===== config.mk =====
export PLATFORM = sky130hd
export DESIGN_NAME = serial_vector_loader
export DESIGN_NICKNAME = d
export VERILOG_FILES = /design/src/rtl/serial_vector_loader.sv
export SDC_FILE = /design/constraint.sdc
export NUM_CORES = 1
export LEC_CHECK = 0
export CAP_MARGIN = 20
export CORE_UTILIZATION = 52
export DETAILED_ROUTE_END_ITERATION = 10
export PLACE_DENSITY = 0.82
export SLEW_MARGIN = 25
export SYNTH_ARGS = -nofsm -noshare
export SYNTH_HDL_FRONTEND = slang
export SYNTH_SLANG_ARGS = --single-unit

===== constraint.sdc =====
create_clock -name clk -period 4.29 [get_ports clk]
set_clock_uncertainty 0.15 [all_clocks]
set_input_delay 0.858 -clock clk [delete_from_list [all_inputs] [get_ports clk]]
set_output_delay 0.858 -clock clk [all_outputs]
set_load 0.01 [all_outputs]

===== src/rtl/serial_vector_loader.sv =====
// Bit-serial frame receiver: shifts WIDTH bits MSB first, checks optional even parity,
// and presents the assembled vector on a valid/ready handshake held until accepted.
module serial_vector_loader #(
  parameter int WIDTH  = 3,
  parameter bit PARITY = 1'b1
) (
  input  logic             clk,
  input  logic             rst,
  input  logic             i_sin_start,
  input  logic             i_sin_valid,
  input  logic             i_sin_bit,
  input  logic             i_out_ready,
  output logic             o_out_valid,
  output logic [WIDTH-1:0] o_out_data,
  output logic             o_parity_err,
  output logic             o_busy
);

  localparam int CW = $clog2(WIDTH + 1);

  typedef enum logic [1:0] {
    S_IDLE  = 2'd0,
    S_SHIFT = 2'd1,
    S_PAR   = 2'd2,
    S_HOLD  = 2'd3
  } state_t;

  state_t           r_state;
  state_t           w_state_next;
  logic [WIDTH-1:0] r_shreg;
  logic [WIDTH-1:0] w_shifted;
  logic [WIDTH-1:0] r_out_data;
  logic [CW-1:0]    r_count;
  logic             r_acc;
  logic             r_out_valid;
  logic             r_parity_err;
  logic             r_busy;
  logic             w_last_bit;
  logic             w_parity_ok;
  logic             w_clear;
  logic             w_shift;
  logic             w_load;
  logic             w_perr;

  // A one-bit frame has no older bits to keep; the new bit is the whole vector.
  generate
    if (WIDTH == 1) begin : g_shift_w1
      assign w_shifted = i_sin_bit;
    end else begin : g_shift_wn
      assign w_shifted = {r_shreg[WIDTH-2:0], i_sin_bit};
    end
  endgenerate

  assign w_last_bit  = (r_count == CW'(WIDTH - 1));
  assign w_parity_ok = (i_sin_bit == r_acc);

  always_ff @(posedge clk or posedge rst) begin
    if (rst) begin
      r_state <= S_IDLE;
    end else begin
      r_state <= w_state_next;
    end
  end

  always_comb begin
    w_state_next = r_state;
    case (r_state)
      S_IDLE: begin
        if (i_sin_start) w_state_next = S_SHIFT;
      end
      S_SHIFT: begin
        if (i_sin_start) w_state_next = S_SHIFT;
        else if (i_sin_valid && w_last_bit) w_state_next = PARITY ? S_PAR : S_HOLD;
      end
      S_PAR: begin
        if (i_sin_start) w_state_next = S_SHIFT;
        else if (i_sin_valid) w_state_next = w_parity_ok ? S_HOLD : S_IDLE;
      end
      S_HOLD: begin
        if (r_out_valid && i_out_ready) w_state_next = S_IDLE;
      end
      default: w_state_next = S_IDLE;
    endcase
  end

  // Start strobes are only honoured outside HOLD, where they also override sin_valid.
  always_comb begin
    w_clear = i_sin_start && (r_state != S_HOLD);
    w_shift = (r_state == S_SHIFT) && i_sin_valid && !i_sin_start;
    w_load  = (w_shift && w_last_bit && !PARITY) ||
              ((r_state == S_PAR) && i_sin_valid && !i_sin_start && w_parity_ok);
    w_perr  = PARITY && (r_state == S_PAR) && i_sin_valid && !i_sin_start && !w_parity_ok;
  end

  always_ff @(posedge clk or posedge rst) begin
    if (rst) begin
      r_shreg      <= '0;
      r_count      <= '0;
      r_acc        <= 1'b0;
      r_out_data   <= '0;
      r_out_valid  <= 1'b0;
      r_parity_err <= 1'b0;
      r_busy       <= 1'b0;
    end else begin
      if (w_clear) begin
        r_shreg <= '0;
        r_count <= '0;
        r_acc   <= 1'b0;
      end else if (w_shift) begin
        r_shreg <= w_shifted;
        r_count <= r_count + 1'b1;
        r_acc   <= r_acc ^ i_sin_bit;
      end
      if (w_load) begin
        r_out_data <= (r_state == S_PAR) ? r_shreg : w_shifted;
      end
      r_out_valid  <= (w_state_next == S_HOLD);
      r_parity_err <= w_perr;
      r_busy       <= (w_state_next == S_SHIFT) || (w_state_next == S_PAR);
    end
  end

  assign o_out_valid  = r_out_valid;
  assign o_out_data   = r_out_data;
  assign o_parity_err = r_parity_err;
  assign o_busy       = r_busy;

endmodule


Word-level counts from Yosys, hierarchy flattened
Cells that the tools add are included.

Flip-flop bits (word level): 14. Bits in latches: 0. Bits in writable memories: 0. Bits in read-only memories: 0. Bits of input ports: 6. Output and inout bits: 6. Word-level logic and storage cells: 48. Memories: 0.

$add $sub $neg: 1. Multipliers: 0. Div/mod/pow operators: 0. Order comparisons: 0. Equal/unequal tests: 9. Shifts and indexed selects: 0. Mux-type cells: 15. Bitwise logic cells: 1. Reductions and logical operators: 14.

Operator list (count): 2-bit 2-to-1 mux (9); 2-bit equality test, second input constant (5); 1-bit logical AND (9); 3-bit 2-to-1 mux (3); 2-bit one-hot mux with 4 select lines (1); 2-bit by 1-bit equality test with 1-bit output, second input constant (2); 2-bit by 1-bit adder with 2-bit output, second input constant (1); 1-bit logical NOT (2); 2-bit logical NOT (1); 1-bit 2-to-1 mux (2); 2-bit != test, second input constant (1); 2-bit nonzero test (1); 1-bit equality test (1); 1-bit logical OR (1); 1-bit bitwise XOR (1).

Longest topological paths before layout
Depth after elaboration: 7. Depth in mapped cells: 6. Depth with buffers taken out: 6.

Least setup slack after synthesis
Ideal clock, no wire load.

Kind: input -> register. Start point: input port i_sin_start. End point: register r_busy, in the netlist o_busy. Library setup time: 0.126 ns. Arrival: 1.677 ns. Required time: 4.014 ns. Slack: 2.337 ns. Stages: 4. Buffers on the path: 0. Path through: and2b_2 a32o_1 a21oi_1 ha_1.

Longest elaborated chain between the ends: 4. Elaborated cells between the ends (all ways): 7. Those cells by class: eq/ne: 2; mux: 4; reduce/logical: 1.

RTL lines: start, declared (line 9) `input logic i_sin_start,`; 2-bit 2-to-1 mux, on equally long branches (line 76, 69, 72); 2-bit one-hot mux with 4 select lines (*) (line 67) `case (r_state)`; net w_state_next[0] (line 29) `state_t w_state_next;`; 2-bit by 1-bit equality test with 1-bit output / 2-bit equality test (equally long branches) (line 119) `r_busy <= (w_state_next == S_SHIFT) || (w_state_next == S_PAR);`; 1-bit logical OR (*) (line 119); end signal, assigned (line 119); end, declared (line 37) `logic r_busy;`.

The timed path passes the listed nets; every way through them passes the cells marked *. A chain may end at the register's enable or synchronous reset.

Worst setup path after layout
Same ends and word-level chain as after synthesis.

==> run summary <==
Die Ht: 38.28 um
Sequential-to-total area share from yosys stat: 0.5119
Layout net count: 81
CP endpoint kind: register
Cell area after synthesis: 684.4 sq um
Slew headroom: 0.6409
Highest routed layer: met4
Kind of critical path: in2reg
Drt first pass iters: 4
Pre-CTS setup slack: 1657 ps
Die X: 38.28 um
Final ANT Viol Nets: 0
Peak VDD IR: 0.0002632 V
Worst hold start: o_out_data[0]$_DFFE_PP0P_
R2r startpoint: r_count[0]$_DFFE_PP0P_
Net count after synthesis: 68
Wire per inst: 14.90 um
Final Hold Vio Count: 0
Setup ws final: 1943 ps
Placed Area: 799.5 sq um
Sink Count: 14
Layout cells sized above 1: 0.1667
Root buffer cell: clkbuf_4
Num CTS Buffers: 3
First-pass GRT wire length: 2049 um
Power, Total: 0.3864 mW
Initial antenna violation count: 0
Post-CTS Setup Inserts: 0
Setup slack, reg-to-reg: 2610 ps
Ant. Diodes: 0
Final instance area: 835.8 sq um
Met2 WL: 590 um
Clock tree from TritonCTS: done
Total grt overflow: 0
Worst EP required: 4300 ps
# setup viols final: 0
Clk Latency, worst-skew pair: 280 ps
Slew Limit Fails: 0
Max Fclk: 426.1 MHz
Syn Inst Count: 60
Final wirelength: 1281 um
Outcome: completed
Htree depth: 1
Hold Crit Depth: 1
DP Wirelength: 866.4 um
Starting DRT DRC Count: 18
PostCTS Resize Cnt: 0
Total negative setup slack: 0 ps
Max Cap Viol: 0
Static leakage: 0.4007 nW
R2R cell count: 6
Vias per std cell: 6.023
Clock Tree Buf Depth: 2
Post-CTS Hold Buffers: 0
Std cell rows: 12
Largest net degree at the start of global routing: 20
Initial Util: 0.5844
P&R area growth vs syn: 22.12%
Vias in the first global route: 480
Synth Warn #: 0
#FFs+latches synth: 14
M1 WL: 631 um
Core region area: 1171 sq um
Actual slew at the worst max-slew pin: 538.7 ps
Power Dens Cells: 462.3 nW/um^2
Yosys cell types: 26
I/O Buffers: 11
Io pins: 12
R2R Path End: o_busy$_DFF_PP0_
Drc violations: 0
Max Fanout on Critical Path: 7
Vias: 518
Period utilization: 0.5471
Met3 WL: 46 um
Startpoint types: input pin
Die area: 1465 sq um
Final Wtd Congestion: 0.6848
Critical Path AT: 2360 ps
Final hold slack: 364.0 ps
RSZ-0062 raised after global routing: false
GRT Overall Usage: 0.2105
Syn Area/Cell: 11.41 sq um
Min-delay worst type: reg2reg
Tmin final: 2347 ps
Hold EP: o_out_data[0]$_DFFE_PP0P_
Clock-pin slew on the worst setup and hold paths: 80 ps
## state kept, by name, summed over array words and instances, names as in the netlist
register      count
o_out_valid       1
o_parity_err      1
o_out_data        3
r_shreg           3
o_busy            1
r_count           2
r_acc             1
r_state           2
## per-layer routing
metal  track usage  vias to the layer above
met5             0                        -
met3       0.01744                        2
met4        0.1071                        0
met2        0.3390                       12
li1              -                      248
met1        0.2829                      256
## area by class of cell
cell class,count,area (sq um)
Clock buffer,4,36.28
Fill cell,91,335.3
Inverter,3,11.26
Multi-Input combinational cell,40,310.3
Sequential cell,14,350.3
Tap cell,14,17.52
Timing Repair Buffer,11,110.1
## critical path, cell delays in order
cell	delay, ps
clkdlybuf4s50_1	590
and2b_2	280
a32o_1	200
a21oi_1	180
ha_1	250
## how the worst max path moves through the flow
stage / start / end / slack (ps) / cells after the start
6_report: i_sin_start / o_busy$_DFF_PP0_ / 1940 / 5
5_1_grt: i_sin_start / o_busy$_DFF_PP0_ / 1890 / 5
4_1_cts: i_sin_start / o_busy$_DFF_PP0_ / 1950 / 5
3_5_place_dp: i_sin_start / o_busy$_DFF_PP0_ / 1660 / 5
3_3_place_gp: i_sin_start / o_busy$_DFF_PP0_ / 1700 / 5
2_1_floorplan: i_sin_start / o_busy$_DFF_PP0_ / 2340 / 4
## per-stage QoR
step	instances	util
global placement	82	0.6827
global route	86	0.7137
CTS	86	0.7137
detailed placement	82	0.6827
finish	86	0.7137
floorplan	60	-
## synthesized netlist by cell type, drive strengths merged
master,count,area (sq um)
buf,2,8.750
nand3,8,40.04
nor3b,1,7.510
a32oi,3,26.28
o211ai,1,7.510
nor2,1,3.750
nand4b,2,23.77
a311oi,1,8.760
clkbuf,1,3.750
a22o,2,17.52
ha,2,25.02
dfrtp,14,350.3
inv,3,11.26
mux2,4,45.04
a31oi,1,6.260
a21oi,2,10.01
xnor2,1,8.760
nand2,4,15.01
nor2b,1,6.260
nand3b,1,7.510
a21o,1,7.510
and4bb,2,25.02
a32o,1,10.01
and2b,1,8.760
## layout by cell type (no fill, tap or decap)
cell type,netlist,final
clkdlybuf4s50_1,0,11
a21o_1,1,1
nor3b_1,1,1
nand2_1,4,4
a22o_1,2,2
xnor2_1,1,1
dfrtp_1,14,14
a21oi_1,2,2
a31oi_1,1,1
a311oi_1,1,1
nand3_1,8,8
nand4b_1,1,1
a32o_1,1,1
clkbuf_8,0,1
a32oi_1,3,3
nor2_1,1,1
clkbuf_4,0,3
inv_1,3,3
ha_1,2,2
nand3b_1,1,1
nor2b_1,1,1
o211ai_1,1,1
mux2_2,4,4
and4bb_2,2,2
nand4b_2,1,1
and2b_2,1,1
## cells by family (layout without fill, tap and decap cells)
group                      Yosys count  after routing  share of synthesized area
adders and majority gates            2              2                    0.03656
DFF                                 14             14                     0.5119
xor gates and xnor gates             1              1                    0.01280
and+or+nand+nor                     21             21                     0.2011
buffers and inverters                6             18                    0.03472
muxes                                4              4                    0.06581
AOI/OAI and AO/OA                   12             12                     0.1371
## where the power goes
part           internal, mW  switching, mW  total, mW
sequential            0.159         0.0393      0.198
clock                0.0516         0.0421     0.0937
combinational        0.0531         0.0413     0.0944
total                 0.264          0.123      0.386
Power figures use the tool's default switching activity.
